## src/rtl/simdev_initiator.sv

```systemverilog
// Queued initiator for one adder device: one op in flight, IDLE/ISSUE/WAIT/RESP/GAP, result held until rsp_ready.
// Period is device latency + 4 cycles; req_ready is a registered !full, and WAIT abandons the op after TIMEOUT cycles.
module simdev_initiator #(
  parameter int DW         = 8,
  parameter int FIFO_DEPTH = 4,
  parameter int TIMEOUT    = 32
) (
  input  logic          clk,
  input  logic          rst,
  input  logic          req_valid,
  output logic          req_ready,
  input  logic [DW-1:0] req_a,
  input  logic [DW-1:0] req_b,
  output logic          rsp_valid,
  input  logic          rsp_ready,
  output logic [DW-1:0] rsp_data,
  output logic          rsp_err,
  output logic          dev_ena,
  output logic [DW-1:0] dev_inA,
  output logic [DW-1:0] dev_inB,
  input  logic [DW-1:0] dev_out,
  input  logic          dev_ok,
  output logic          busy,
  output logic [7:0]    err_count
);
  localparam int AW  = $clog2(FIFO_DEPTH);
  localparam int AW1 = AW + 1;
  localparam int TW  = $clog2(TIMEOUT);
  localparam logic [AW:0]   FULL_CNT   = AW1'(FIFO_DEPTH);
  localparam logic [TW-1:0] TIMER_LAST = TW'(TIMEOUT - 1);

  typedef enum logic [2:0] {IDLE, ISSUE, WAIT, RESP, GAP} state_t;

  state_t          state_q, state_d;
  logic [2*DW-1:0] mem_q [FIFO_DEPTH];
  logic [2*DW-1:0] head;
  logic [AW-1:0]   wr_ptr_q, wr_ptr_d, rd_ptr_q, rd_ptr_d;
  logic [AW:0]     count_q, count_d;
  logic            req_ready_q, req_ready_d;
  logic [DW-1:0]   op_a_q, op_a_d, op_b_q, op_b_d;
  logic [TW-1:0]   timer_q, timer_d;
  logic [DW-1:0]   rsp_data_q, rsp_data_d;
  logic            rsp_err_q, rsp_err_d;
  logic [7:0]      err_cnt_q, err_cnt_d;
  logic            push, pop;

  assign push = req_valid && req_ready_q;
  assign pop  = (state_q == IDLE) && (count_q != '0);
  assign head = mem_q[rd_ptr_q];

  always_comb begin
    wr_ptr_d = wr_ptr_q;
    rd_ptr_d = rd_ptr_q;
    if (push) wr_ptr_d = wr_ptr_q + AW'(1);
    if (pop)  rd_ptr_d = rd_ptr_q + AW'(1);
    count_d     = count_q + AW1'(push) - AW1'(pop);
    // Ready follows the occupancy after this edge, never a combinational pop.
    req_ready_d = (count_d != FULL_CNT);
  end

  always_comb begin
    state_d    = state_q;
    op_a_d     = op_a_q;
    op_b_d     = op_b_q;
    timer_d    = timer_q;
    rsp_data_d = rsp_data_q;
    rsp_err_d  = rsp_err_q;
    err_cnt_d  = err_cnt_q;
    case (state_q)
      IDLE: begin
        if (pop) begin
          {op_a_d, op_b_d} = head;
          state_d          = ISSUE;
        end
      end
      ISSUE: begin
        timer_d = '0;
        state_d = WAIT;
      end
      WAIT: begin
        // A completion on the final WAIT cycle still counts as success.
        if (dev_ok) begin
          rsp_data_d = dev_out;
          rsp_err_d  = 1'b0;
          state_d    = RESP;
        end else if (timer_q == TIMER_LAST) begin
          rsp_data_d = '0;
          rsp_err_d  = 1'b1;
          if (err_cnt_q != 8'hFF) err_cnt_d = err_cnt_q + 8'd1;
          state_d    = RESP;
        end else begin
          timer_d = timer_q + TW'(1);
        end
      end
      RESP: begin
        if (rsp_ready) state_d = GAP;
      end
      GAP: begin
        state_d = IDLE;
      end
      default: begin
        state_d = IDLE;
      end
    endcase
  end

  always_ff @(posedge clk or negedge rst) begin
    if (!rst) begin
      state_q     <= IDLE;
      wr_ptr_q    <= '0;
      rd_ptr_q    <= '0;
      count_q     <= '0;
      req_ready_q <= 1'b1;
      op_a_q      <= '0;
      op_b_q      <= '0;
      timer_q     <= '0;
      rsp_data_q  <= '0;
      rsp_err_q   <= 1'b0;
      err_cnt_q   <= '0;
    end else begin
      state_q     <= state_d;
      wr_ptr_q    <= wr_ptr_d;
      rd_ptr_q    <= rd_ptr_d;
      count_q     <= count_d;
      req_ready_q <= req_ready_d;
      op_a_q      <= op_a_d;
      op_b_q      <= op_b_d;
      timer_q     <= timer_d;
      rsp_data_q  <= rsp_data_d;
      rsp_err_q   <= rsp_err_d;
      err_cnt_q   <= err_cnt_d;
    end
  end

  // Queue storage is qualified by the pointers, so it needs no reset.
  always_ff @(posedge clk) begin
    if (push) mem_q[wr_ptr_q] <= {req_a, req_b};
  end

  assign req_ready = req_ready_q;
  assign rsp_valid = (state_q == RESP);
  assign rsp_data  = rsp_data_q;
  assign rsp_err   = rsp_err_q;
  assign dev_ena   = (state_q == ISSUE);
  assign dev_inA   = op_a_q;
  assign dev_inB   = op_b_q;
  assign busy      = (state_q != IDLE);
  assign err_count = err_cnt_q;

endmodule

```

## config.mk

```make
export PLATFORM = sky130hd
export DESIGN_NAME = simdev_initiator
export DESIGN_NICKNAME = d
export VERILOG_FILES = /design/src/rtl/simdev_initiator.sv
export SDC_FILE = /design/constraint.sdc
export NUM_CORES = 1
export LEC_CHECK = 0
export BUFFER_PORTS_ARGS = -buffer_cell sky130_fd_sc_hd__buf_4
export CORE_MARGIN = 3
export CORE_UTILIZATION = 53
export CTS_BUF_LIST = sky130_fd_sc_hd__clkbuf_8
export DETAILED_ROUTE_END_ITERATION = 8
export PLACE_DENSITY = 0.78
export SYNTH_ARGS = -nofsm -noshare
export SYNTH_HDL_FRONTEND = slang
export SYNTH_SLANG_ARGS = --single-unit
```

## constraint.sdc

```tcl
create_clock -name clk -period 2.65 [get_ports clk]
set_clock_uncertainty 0.15 [all_clocks]
set_input_delay 0.795 -clock clk [delete_from_list [all_inputs] [get_ports clk]]
set_output_delay 0.795 -clock clk [all_outputs]
set_load 0.01 [all_outputs]
```

## Word-level counts from Yosys, hierarchy flattened

Memories as Yosys holds them, arrays and structs flattened. A register that Yosys moved wholly into a read port is not among the register bits.
Index checks and enable logic that the tools add are counted.

| storage, ports and cells | value |
|---|---|
| memories | 1 |
| logic and storage cells | 55 |
| bits of input ports | 29 |
| memory bits (writable) | 64 |
| register bits | 33 |
| output and inout bits | 37 |

| cells by class | value |
|---|---|
| add/sub/neg operators | 6 |
| reductions and logical operators | 13 |
| bitwise operators | 1 |
| eq/ne operators | 11 |
| mux-type cells | 14 |

Memory list:

| name | depth | width | rd ports | clocked after memory_dff | write ports | line | RTL |
|---|---|---|---|---|---|---|---|
| mem_q | 4 | 16 | 1 | 1 | 1 | 35 | `logic [2*DW-1:0] mem_q [FIFO_DEPTH];` |

Operators by type and width:

| operator | number |
|---|---|
| $mux W8 | 2 |
| $mux W3 | 4 |
| $pmux W3 S4 | 1 |
| $mux W5 | 2 |
| $pmux W5 S2 | 1 |
| $add A8 B1 Y8 const B | 1 |
| $ne A8 B8 Y1 const B | 1 |
| $eq A3 B2 Y1 const B | 2 |
| $ne A2 B2 Y1 const B | 3 |
| $ne A3 B3 Y1 const B | 2 |
| $reduce_and A3 Y1 | 2 |
| $reduce_bool A3 Y1 | 2 |
| $add A5 B1 Y5 const B | 1 |
| $eq A5 B5 Y1 const B | 1 |
| $add A2 B1 Y2 const B | 2 |
| $mux W1 | 4 |
| $reduce_and A2 Y1 | 2 |
| $reduce_and A4 Y1 | 1 |
| $reduce_bool A2 Y1 | 2 |
| $add A3 B1 Y3 | 1 |
| $eq A3 B1 Y1 const B | 1 |
| $logic_not A3 Y1 | 1 |
| $sub A3 B1 Y3 | 1 |
| $logic_and A1 B1 Y1 | 2 |
| other kinds (3) | 3 |

## Depth between registers and ports, before layout

Gate-level depths: netlist of the first run.

| logic depth | value |
|---|---|
| word-level depth | 4 |
| gate-level depth with buffers | 11 |

## Worst setup path before layout of the first run

Ideal clock, no wire load.

| path | value |
|---|---|
| path type | flip-flop to flip-flop |
| start point | reg state_q[1] |
| end point | reg req_ready_q, in the netlist req_ready |
| arrival | 2480 ps |
| setup time | 83 ps |
| buffers on the path | 2 |
| stages on the path, launching flop included | 12 |
| path slack | -62 ps |
| clock period less this slack | 2712 ps |
| cells stage by stage | dfrtp_1 clkbuf_1 or3_1 nor2_4 buf_4 ha_1 inv_1 ha_1 fa_1 xnor2_1 xnor2_1 nand2_1 |

| on the way | value |
|---|---|
| word-level cells in the longest chain between the ends | 4 |

Ends and longest elaborated chain:

| what | line | RTL |
|---|---|---|
| start: declaration | 34 | `state_t state_q, state_d;` |
| start signal: assignment | 121 | `state_q <= state_d;` |
| $logic_not A3 Y1 | 48 | `assign pop = (state_q == IDLE) && (count_q != '0);` |
| $logic_and A1 B1 Y1 | 48 |  |
| net pop | 45 | `logic push, pop;` |
| $sub A3 B1 Y3 | 56 | `count_d = count_q + AW1'(push) - AW1'(pop);` |
| net count_d[2] | 38 | `logic [AW:0] count_q, count_d;` |
| $ne A3 B3 Y1 | 58 | `req_ready_d = (count_d != FULL_CNT);` |
| net req_ready_d | 39 | `logic req_ready_q, req_ready_d;` |
| end signal: assignment | 125 | `req_ready_q <= req_ready_d;` |
| end: declaration | 39 |  |

The timed path passes the listed nets, and every way through them passes these cells.
A chain may end at the register's enable or synchronous reset.

## Worst setup path after layout of the first run

| path | value |
|---|---|
| start point | reg state_q[2] |
| end point | out busy |

| on the way | value |
|---|---|
| word-level cells in the longest chain between the ends | 1 |

Ends and longest elaborated chain:

| what | line | RTL |
|---|---|---|
| $reduce_bool A3 Y1 | 147 | `assign busy = (state_q != IDLE);` |
| end: declaration | 23 | `output logic busy,` |

Every way passes these cells.

==> impl_results.rst, run 1 <==
.. list-table::
   :header-rows: 1

   * - Metric
     - Value
   * - DRC violation total after the first TritonRoute iteration
     - 116
   * - WP data arrival
     - 1.43 ns
   * - Area of the core
     - 8258 µm²
   * - Post-synthesis instance total
     - 257
   * - CP Capture Type
     - output port
   * - Leakage Power
     - 0.002272 µW
   * - Length of the first detailed-routing pass in iterations
     - 4
   * - Register clock-pin slew on the reported worst setup and hold paths
     - 0.07 ns
   * - Final total negative setup slack
     - 0 ns
   * - Count of state elements after synthesis
     - 113
   * - Floorplan row count
     - 33
   * - Total CTS buffers
     - 17
   * - Overall power after layout
     - 6121 µW
   * - Initial cell density of the core
     - 54.95%
   * - Proportion of register bits with asynchronous set or reset after synthesis
     - 43.36%
   * - Number of global-route vias before repair
     - 2,622
   * - Port-buffer cells
     - 65
   * - Clock insertion delay at the later pin of the skew report
     - 0.42 ns
   * - Cts hold-fix bufs
     - 0
   * - Number of clock sinks
     - 113
   * - Period minus WS final
     - 2.379 ns
   * - Horizontal extent of the die
     - 98.54 µm
   * - Synthesis-to-finish area growth
     - 22.91%
   * - Post-synthesis instance area
     - 4538 µm²
   * - Distinct cells, synth
     - 44
   * - Max Fanout on Critical Path
     - 8
   * - Depth of the CTS H-tree
     - 4
   * - GR Overflow Total
     - 0
   * - Post-route antenna net violation count
     - 0
   * - Wire length of the first global-routing pass
     - 13,330 µm
   * - Final weighted congestion of routability-driven global placement
     - 0.7551
   * - Maxcap violations
     - 0
   * - Synthesized netlist net count
     - 296
   * - Vias per std cell
     - 5.445
   * - Final-report hold violation count
     - 0
   * - Pin count of the biggest net entering global routing
     - 50
   * - Total I/O pin count
     - 66
   * - Final clock period utilization by the worst path
     - 89.79%
   * - RSZ-0062 raised after global routing
     - false
   * - Yosys warnings
     - 0
   * - Number of failing setup endpoints in the final timing report
     - 0
   * - Wire length per cell after detailed routing
     - 17.43 µm
   * - Fraction of layout instances using a drive strength above 1
     - 41.64%
   * - Sequential share of the synthesized area
     - 69.40%
   * - Initial antenna violation count
     - 0
   * - Post-synth EDFFs
     - 64
   * - Startpoint types
     - flip-flop
   * - Total vias in the final route
     - 2,494
   * - DP HPWL
     - 5113 µm
   * - Total detailed-routing wirelength
     - 7984 µm
   * - Maximum operating frequency
     - 420.3 MHz
   * - Diodes inserted
     - 0
   * - Clock Root Buffer
     - sky130_fd_sc_hd__clkbuf_8
   * - Nets
     - 379
   * - Hold/Removal Path Class
     - in -> async
   * - Die boundary height
     - 98.54 µm
   * - Outcome
     - complete, no violations
   * - Resized Gates After CTS
     - 0
   * - DRC viols
     - 0
   * - Leading cell types in the layout, fill and taps excluded
     - sky130_fd_sc_hd__buf_4, sky130_fd_sc_hd__edfxtp_1, sky130_fd_sc_hd__dfrtp_1
   * - Most common library cell in the layout ignoring fill and taps
     - sky130_fd_sc_hd__buf_4
   * - Mapped Avg Cell Area
     - 17.66 µm²
   * - Required time of the critical path
     - 1.71 ns
   * - Floorplan die area
     - 9709 µm²
   * - Critical path type
     - reg -> out
   * - All-layer global routing usage
     - 18.18%
   * - TritonCTS clock tree
     - built
   * - Most instantiated flip-flop cell in the synthesis netlist
     - sky130_fd_sc_hd__edfxtp_1
   * - CTS max path bufs
     - 2
   * - Max-slew violation count
     - 0
   * - Slew at the pin closest to its max-slew limit
     - 0.6437 ns
   * - Worst vdd rail ir drop
     - 0.0005685 V
   * - Tightest slew margin relative to the limit
     - 57.09%
   * - Power per cell area
     - 1097 nW/µm²
   * - Post-CTS setup buffer count
     - 0
-- Yosys cell counts, types with 3 or more instances --
master	instances	area, µm²
sky130_fd_sc_hd__ha_1	9	112.6
sky130_fd_sc_hd__mux4_2	16	360.4
sky130_fd_sc_hd__mux2_1	5	56.30
sky130_fd_sc_hd__xnor2_1	5	43.79
sky130_fd_sc_hd__edfxtp_1	64	1922
sky130_fd_sc_hd__inv_1	10	37.54
sky130_fd_sc_hd__nand3_1	3	15.01
sky130_fd_sc_hd__mux2_2	18	202.7
sky130_fd_sc_hd__nor3_1	3	15.01
sky130_fd_sc_hd__and3_1	6	37.54
sky130_fd_sc_hd__dfrtp_1	48	1201
sky130_fd_sc_hd__nor3b_1	4	30.03
sky130_fd_sc_hd__nand2_1	7	26.28
sky130_fd_sc_hd__a22o_1	11	96.34
sky130_fd_sc_hd__nor4b_1	3	26.28
sky130_fd_sc_hd__nor2_1	4	15.01
sky130_fd_sc_hd__clkbuf_1	4	15.01
sky130_fd_sc_hd__xor2_1	3	26.28
-- metrics by stage --
stage          hold slack, ns  worst slack (ns)  std cells  instance area (µm²)  util, %
2_1_floorplan          0.3225          0.008658        257                 4547        -
3_3_place_gp           0.3326            0.1654        426                 5184    62.77
3_5_place_dp           0.3437            0.1229        426                 5184    62.77
4_1_cts                0.2600            0.2454        458                 5578    67.55
5_1_grt                0.2729            0.1540        458                 5578    67.55
6_report               0.2478            0.2707        458                 5578    67.55
-- sequential cells by signal, summed over array words and instances, names as in the netlist --
name and flops:
dev_inA 8, rsp_data 8, mem_q 64, wr_ptr_q 2, err_count 8, state_q 3, dev_inB 8, count_q 3
rd_ptr_q 2, rsp_err 1, req_ready 1, timer_q 5
-- routing by layer --
layer | vias up | track usage, % | wire length (µm)
met2 | 68 | 30.42 | 4187
li1 | 1161 | - | -
met5 | - | 0 | 0
met3 | 4 | 6.511 | 401
met1 | 1261 | 22.62 | 3362
met4 | 0 | 5.042 | 33
-- worst max-delay path: stages, from the launching register on --
cell	delay (ns)
sky130_fd_sc_hd__dfrtp_1	0.46
sky130_fd_sc_hd__or3_4	0.39
sky130_fd_sc_hd__buf_4	0.16
-- power by group --
part / total (µW) / internal (µW) / switching (µW)
Clock: 1580 / 844 / 732
Combinational: 1930 / 1050 / 880
Sequential: 2610 / 2360 / 247
-- kinds of logic after synthesis --
family / Yosys count / synth area share [%]
AOI/OAI and AO/OA: 23 / 3.860
muxes: 39 / 13.65
buffers and inverters: 20 / 2.123
xor gates and xnor gates: 8 / 1.544
and+or+nand+nor: 44 / 6.507
DFF: 113 / 69.40
adders and majority gates: 10 / 2.923
-- layout make-up --
type / count / area (µm²)
Clock inverter: 15 / 160.2
Fill cell: 570 / 2680
Timing Repair Buffer: 74 / 568.0
Multi-Input combinational cell: 124 / 1297
Clock buffer: 17 / 234.0
Inverter: 10 / 37.54
Tap cell: 105 / 131.4
Sequential cell: 113 / 3149
-- path summary, 6_finish.rpt --
kind                                         start                        to  slack, ns  cells past startpoint
setup / recovery            state_q[2]$_DFFE_PN0P_                      busy       0.27                      2
hold / removal                                 rst  err_count[4]$_DFFE_PN0P_       0.25                      1
setup reg to reg              count_q[0]$_DFF_PN0_       req_ready$_DFF_PN1_       0.31                      9
hold reg to reg            rsp_data[7]$_DFFE_PN0P_   rsp_data[7]$_DFFE_PN0P_       0.36                      1
max in group asynchronous                      rst    dev_inA[7]$_DFFE_PN0P_       1.67                      1
min in group clk           rsp_data[7]$_DFFE_PN0P_   rsp_data[7]$_DFFE_PN0P_       0.36                      1
Note: power is estimated with default switching activity, not from simulation.
==> inputs of run 2 (changes only) <==
Settings changed: PLACE_DENSITY 0.78 to 0.88.
==> run 2 against run 1 <==
Critical path depth rose by 7; sequential power about the same; sequential share of layout area unchanged.
==> impl_results.rst, run 2 (synthesis gave the netlist of run 1 again) <==
.. list-table::
   :header-rows: 1

   * - Metric
     - Value
   * - Horizontal extent of the die
     - 98.54 µm
   * - Post-CTS setup buffer count
     - 0
   * - Hold/Removal Path Class
     - in -> async
   * - Final weighted congestion of routability-driven global placement
     - 0.7949
   * - Port-buffer cells
     - 65
   * - Max Fanout on Critical Path
     - 3
   * - Clock Root Buffer
     - sky130_fd_sc_hd__clkbuf_8
   * - Initial antenna violation count
     - 0
   * - CP Capture Type
     - flip-flop
   * - Critical Path Start
     - count_q[0]$_DFF_PN0_
   * - Floorplan die area
     - 9709 µm²
   * - Length of the first detailed-routing pass in iterations
     - 4
   * - Worst vdd rail ir drop
     - 0.0005692 V
   * - Capture point of the worst reg-to-reg path
     - req_ready$_DFF_PN1_
   * - Instance count after placement with tap cells included
     - 426
   * - Number of failing setup endpoints in the final timing report
     - 0
   * - Clock insertion delay at the later pin of the skew report
     - 0.41 ns
   * - All-layer global routing usage
     - 18.49%
   * - GR Overflow Total
     - 0
   * - Initial cell density of the core
     - 54.95%
   * - Outcome
     - complete, no violations
   * - Number of buffers and inverters on the critical path
     - 1
   * - Area of the core
     - 8258 µm²
   * - TritonCTS clock tree
     - built
   * - Setup slack, reg-to-reg
     - 0.26 ns
   * - Final-report hold violation count
     - 0
   * - Cts hold-fix bufs
     - 0
   * - DRC violation total after the first TritonRoute iteration
     - 139
   * - Max-slew violation count
     - 0
   * - Largest Register
     - mem_q
   * - DP HPWL
     - 5434 µm
   * - Finished Layout Cells
     - 457
   * - Final clock period utilization by the worst path
     - 90.36%
   * - Tightest slew margin relative to the limit
     - 57.55%
   * - Wire length per cell after detailed routing
     - 18.33 µm
   * - Critical Path, Cell by Cell
     - nor3_1 -> nor2_4 -> ha_1 -> inv_1 -> ha_1 -> fa_1 -> xnor2_1 -> xnor2_1 -> nand2_1
   * - Floorplan row count
     - 33
   * - Total I/O pin count
     - 66
   * - Maxcap violations
     - 0
   * - Fraction of layout instances using a drive strength above 1
     - 40.63%
   * - Wire length of the first global-routing pass
     - 13,610 µm
   * - Depth of the CTS H-tree
     - 4
   * - Diodes inserted
     - 0
   * - Critical path type
     - reg -> reg
   * - Pin count of the biggest net entering global routing
     - 50
   * - Die boundary height
     - 98.54 µm
   * - Register clock-pin slew on the reported worst setup and hold paths
     - 0.07 ns
   * - DRC viols
     - 0
   * - Startpoint types
     - flip-flop
   * - WP data arrival
     - 2.59 ns
   * - CP delay by family, top
     - adder cells
   * - Period minus WS final
     - 2.395 ns
   * - Total vias in the final route
     - 2,517
   * - Nets
     - 379
   * - Total detailed-routing wirelength
     - 8378 µm
   * - CTS max path bufs
     - 2
   * - Reg2reg path depth
     - 9
   * - Most common library cell in the layout ignoring fill and taps
     - sky130_fd_sc_hd__buf_4
   * - RSZ-0062 raised after global routing
     - false
   * - Slew at the pin closest to its max-slew limit
     - 0.6367 ns
   * - Cell at the slowest stage of the critical path
     - sky130_fd_sc_hd__nor3_1
   * - Required time of the critical path
     - 2.84 ns
   * - Final total negative setup slack
     - 0 ns
   * - Delay contributed by the slowest stage of the critical path
     - 0.43 ns
   * - Total CTS buffers
     - 17
   * - Resized Gates After CTS
     - 0
   * - Post-route antenna net violation count
     - 0
   * - Vias per std cell
     - 5.508
   * - Leading cell types in the layout, fill and taps excluded
     - sky130_fd_sc_hd__buf_4, sky130_fd_sc_hd__edfxtp_1, sky130_fd_sc_hd__dfrtp_1
   * - Overall power after layout
     - 6190 µW
   * - Number of clock sinks
     - 113
   * - Largest register FFs
     - 64
   * - Leakage Power
     - 0.002282 µW
   * - Power per cell area
     - 1110 nW/µm²
   * - Source of the worst register-to-register timing path
     - count_q[0]$_DFF_PN0_
   * - Maximum operating frequency
     - 417.6 MHz
   * - Synthesis-to-finish area growth
     - 22.91%
   * - Number of global-route vias before repair
     - 2,691
[run 2: cell count changes in the layout (fill, tap and decap cells not counted)]
cell                         before  now
sky130_fd_sc_hd__buf_12           1    0
sky130_fd_sc_hd__inv_6            4    0
sky130_fd_sc_hd__inv_1           10   11
sky130_fd_sc_hd__clkinv_4         3    0
sky130_fd_sc_hd__buf_4           73   74
sky130_fd_sc_hd__clkinvlp_4       4    3
sky130_fd_sc_hd__clkinv_2         1    3
sky130_fd_sc_hd__bufinv_16        2    4
sky130_fd_sc_hd__clkinv_1         1    3
[run 2: area by class of cell]
cell class | instances | area [µm²]
Tap cell | 105 | 131.4
Clock inverter | 14 | 172.7
Multi-Input combinational cell | 124 | 1297
Sequential cell | 113 | 3149
Timing Repair Buffer | 74 | 555.5
Fill cell | 560 | 2680
Inverter | 10 | 37.54
Clock buffer | 17 | 234.0
[run 2: report_power, final]
group | total (µW) | internal [µW] | switching (µW) | leakage (µW)
clock | 1640 | 999 | 643 | 0.000201
combinational | 1920 | 1040 | 884 | 0.000889
sequential | 2630 | 2370 | 262 | 0.00119
total | 6190 | 4400 | 1790 | 0.00228
[run 2: layer usage]
layer | GRT usage (%) | up-vias | wire length, µm
met4 | 6.723 | 0 | 102
met3 | 5.874 | 10 | 488
met5 | 0 | - | 0
li1 | - | 1153 | -
met1 | 22.38 | 1279 | 3406
met2 | 31.36 | 75 | 4381
[run 2: through the flow]
step	worst slack, ns	util, %	cell area (µm²)	hold WS [ns]
final	0.2553	67.55	5578	0.2436
after detailed placement	0.1063	62.62	5171	0.3421
after global routing	0.03419	67.55	5578	0.2665
after global placement	0.1673	62.62	5171	0.3372
after floorplan	0.008658	-	4547	0.3225
after CTS	0.2297	67.55	5578	0.2622
[run 2: how the worst max path moves through the flow]
| stage | endpoint | slack (ns) | cells past startpoint |
|---|---|---|---|
| 6_report | req_ready$_DFF_PN1_ | 0.26 | 9 |
| 3_5_place_dp | req_ready$_DFF_PN1_ | 0.11 | 9 |
| 2_1_floorplan | req_ready$_DFF_PN1_ | 0.009 | 11 |
| 3_3_place_gp | req_ready$_DFF_PN1_ | 0.17 | 9 |
| 4_1_cts | req_ready$_DFF_PN1_ | 0.23 | 9 |
| 5_1_grt | req_ready$_DFF_PN1_ | 0.03 | 9 |
[run 2: worst register-to-register path, cell delays in order, from the launching register on]
cell,delay [ns]
sky130_fd_sc_hd__dfrtp_1,0.40
sky130_fd_sc_hd__nor3_1,0.43
sky130_fd_sc_hd__nor2_4,0.05
sky130_fd_sc_hd__ha_1,0.29
sky130_fd_sc_hd__inv_1,0.04
sky130_fd_sc_hd__ha_1,0.19
sky130_fd_sc_hd__fa_1,0.38
sky130_fd_sc_hd__xnor2_1,0.17
sky130_fd_sc_hd__xnor2_1,0.16
sky130_fd_sc_hd__nand2_1,0.07
==> inputs of run 3 (changes only) <==
Settings changed: CORE_UTILIZATION 53 to 56, CTS_BUF_LIST sky130_fd_sc_hd__clkbuf_8 to sky130_fd_sc_hd__clkbuf_8 sky130_fd_sc_hd__clkbuf_16.
Clock period 2.65 ns to 3 ns, I/O delays scaled along.
==> run 3 against run 2 <==
Via count increased by 1.4%; setup slack improved by 0.057 ns; clock-buffer cell count increased by 1; wire length increased by 1.6%; final area increased by 2.6%; hold slack improved by 0.032 ns; global-route usage increased by 2.1 points; first-iteration DRC count decreased by 16%.
==> impl_results.rst, run 3 (synthesis gave the netlist of run 1 again) <==
.. list-table::
   :header-rows: 1

   * - Metric
     - Value
   * - Internal cell power
     - 4185 µW
   * - DRC violation total after the first TritonRoute iteration
     - 117
   * - Wire length of the first global-routing pass
     - 13,510 µm
   * - Hold/Removal Path Class
     - in -> async
   * - Largest register FFs
     - 64
   * - Setup slack, reg-to-reg
     - 0.56 ns
   * - Register clock-pin slew on the reported worst setup and hold paths
     - 0.06 ns
   * - Depth of the CTS H-tree
     - 4
   * - Number of global-route vias before repair
     - 2,674
   * - Worst setup endpoint
     - busy
   * - Cts hold-fix bufs
     - 0
   * - Clock insertion delay at the later pin of the skew report
     - 0.50 ns
   * - Final-report hold violation count
     - 0
   * - Worst vdd rail ir drop
     - 0.0008496 V
   * - GRT busiest layer
     - met2
   * - Leading cell types in the layout, fill and taps excluded
     - sky130_fd_sc_hd__buf_4, sky130_fd_sc_hd__edfxtp_1, sky130_fd_sc_hd__dfrtp_1
   * - Fraction of layout instances using a drive strength above 1
     - 41.14%
   * - Total vias in the final route
     - 2,552
   * - Largest Register
     - mem_q
   * - Wire length per cell after detailed routing
     - 18.83 µm
   * - Outcome
     - complete, no violations
   * - Relative contribution of the clock network to total power
     - 32.5%
   * - Most common library cell in the layout ignoring fill and taps
     - sky130_fd_sc_hd__buf_4
   * - Floorplan die area
     - 9220 µm²
   * - Fraction of power consumed by sequential logic
     - 40.7%
   * - Total I/O pin count
     - 66
   * - Maximum operating frequency
     - 372.1 MHz
   * - Final clock period utilization by the worst path
     - 89.57%
   * - All-layer global routing usage
     - 20.57%
   * - Critical path type
     - reg -> out
   * - Fill cell instance count of the final layout
     - 479
   * - Diodes inserted
     - 0
   * - CP Capture Type
     - output port
   * - Floorplan row count
     - 32
   * - GR met1 Demand/Resource
     - 24.86%
   * - Sw Ratio
     - 29.30%
   * - Number of clock sinks
     - 113
   * - Pin count of the biggest net entering global routing
     - 50
   * - Nets
     - 376
   * - Clock Root Buffer
     - sky130_fd_sc_hd__clkbuf_8
   * - Share of power burned in combinational logic
     - 26.8%
   * - Length of the first detailed-routing pass in iterations
     - 4
   * - Required time of the critical path
     - 1.95 ns
   * - Vias per std cell
     - 5.646
   * - Synthesis-to-finish area growth
     - 26.11%
   * - Post-CTS setup buffer count
     - 0
   * - Resized Gates After CTS
     - 0
   * - Net Sw Power
     - 1734 µW
   * - Horizontal extent of the die
     - 96.02 µm
   * - Max Fanout on Critical Path
     - 11
   * - Reg2reg path depth
     - 9
   * - Met2 track utilization from global routing
     - 34.56%
   * - GR Overflow Total
     - 0
   * - Source of the worst register-to-register timing path
     - state_q[1]$_DFFE_PN0P_
   * - Initial antenna violation count
     - 0
   * - DRC viols
     - 0
   * - Met3 Resource Use GR
     - 6.020%
   * - Die boundary height
     - 96.02 µm
   * - Maxcap violations
     - 0
   * - Port-buffer cells
     - 65
   * - Critical Path Start
     - state_q[1]$_DFFE_PN0P_
   * - Initial cell density of the core
     - 58.12%
   * - Total CTS buffers
     - 17
   * - Startpoint types
     - flip-flop
   * - Max-slew violation count
     - 0
   * - DP HPWL
     - 5315 µm
   * - CTS max path bufs
     - 2
   * - Power per cell area
     - 1034 nW/µm²
   * - Number of failing setup endpoints in the final timing report
     - 0
   * - WP data arrival
     - 1.64 ns
   * - Tightest slew margin relative to the limit
     - 41.86%
   * - Post-route antenna net violation count
     - 0
   * - Final weighted congestion of routability-driven global placement
     - 0.7928
   * - RSZ-0062 raised after global routing
     - false
   * - Leakage Power
     - 0.002349 µW
   * - Slew at the pin closest to its max-slew limit
     - 0.8720 ns
   * - Overall power after layout
     - 5920 µW
   * - Final total negative setup slack
     - 0 ns
   * - TritonCTS clock tree
     - built
   * - Period minus WS final
     - 2.687 ns
   * - Area of the core
     - 7807 µm²
   * - Capture point of the worst reg-to-reg path
     - req_ready$_DFF_PN1_
   * - Total detailed-routing wirelength
     - 8511 µm
[run 3: cell types whose count changed in the layout (fill, tap and decap cells not counted), moves of 2 or more]
cell                        previous run  this run
sky130_fd_sc_hd__clkbuf_16             0        16
sky130_fd_sc_hd__clkbuf_8             17         2
sky130_fd_sc_hd__clkinv_4              0         5
sky130_fd_sc_hd__buf_4                74        71
sky130_fd_sc_hd__clkinv_1              3         0
sky130_fd_sc_hd__inv_6                 0         3
sky130_fd_sc_hd__bufinv_16             4         2
[run 3: routing by layer]
layer	vias up	wire, µm
met5	-	0
met4	0	99
met3	15	423
met2	78	4510
met1	1305	3478
li1	1154	-
[run 3: area by class of cell]
class	instances	area, µm²	share of cell area [%]
Tap cell	102	127.6	2.230
Multi-Input combinational cell	124	1292	22.58
Timing Repair Buffer	71	533.0	9.314
Clock buffer	18	427.9	7.477
Clock inverter	14	155.1	2.711
Sequential cell	113	3149	55.03
Inverter	10	37.54	0.6559
[run 3: worst min path at each step]
stage / end / slack [ns] / cells past startpoint
after CTS: dev_inA[3]$_DFFE_PN0P_ / 0.28 / 1
after global placement: rsp_data[3]$_DFFE_PN0P_ / 0.34 / 1
after global routing: err_count[6]$_DFFE_PN0P_ / 0.29 / 1
final: err_count[7]$_DFFE_PN0P_ / 0.28 / 1
after floorplan: timer_q[4]$_DFFE_PN0P_ / 0.32 / 1
after detailed placement: rsp_err$_DFFE_PN0P_ / 0.35 / 2
[run 3: worst max-delay path, cell delays in order, from the launching register on]
cell	delay (ns)
sky130_fd_sc_hd__dfrtp_1	0.48
sky130_fd_sc_hd__or3_1	0.47
sky130_fd_sc_hd__buf_4	0.18
[run 3: per-stage QoR]
stage | hold slack (ns) | cells | instance area (µm²) | util (%) | worst slack [ns]
2_1_floorplan | 0.3225 | 257 | 4538 | - | 0.2879
3_3_place_gp | 0.3387 | 420 | 5140 | 65.83 | 0.4170
3_5_place_dp | 0.3482 | 420 | 5140 | 65.83 | 0.3351
4_1_cts | 0.2805 | 452 | 5723 | 73.30 | 0.2887
5_1_grt | 0.2882 | 452 | 5723 | 73.30 | 0.2407
6_report | 0.2751 | 452 | 5723 | 73.30 | 0.3128
[run 3: power by group through the flow]
stage               clock network [µW]  logic, µW  registers, µW
finish                            1920       1590           2410
global route                      2040       1740           2470
CTS                               1960       1620           2410
detailed placement                   0       1600           2430
global placement                     0       1530           2400
floorplan                            0       1060           2350
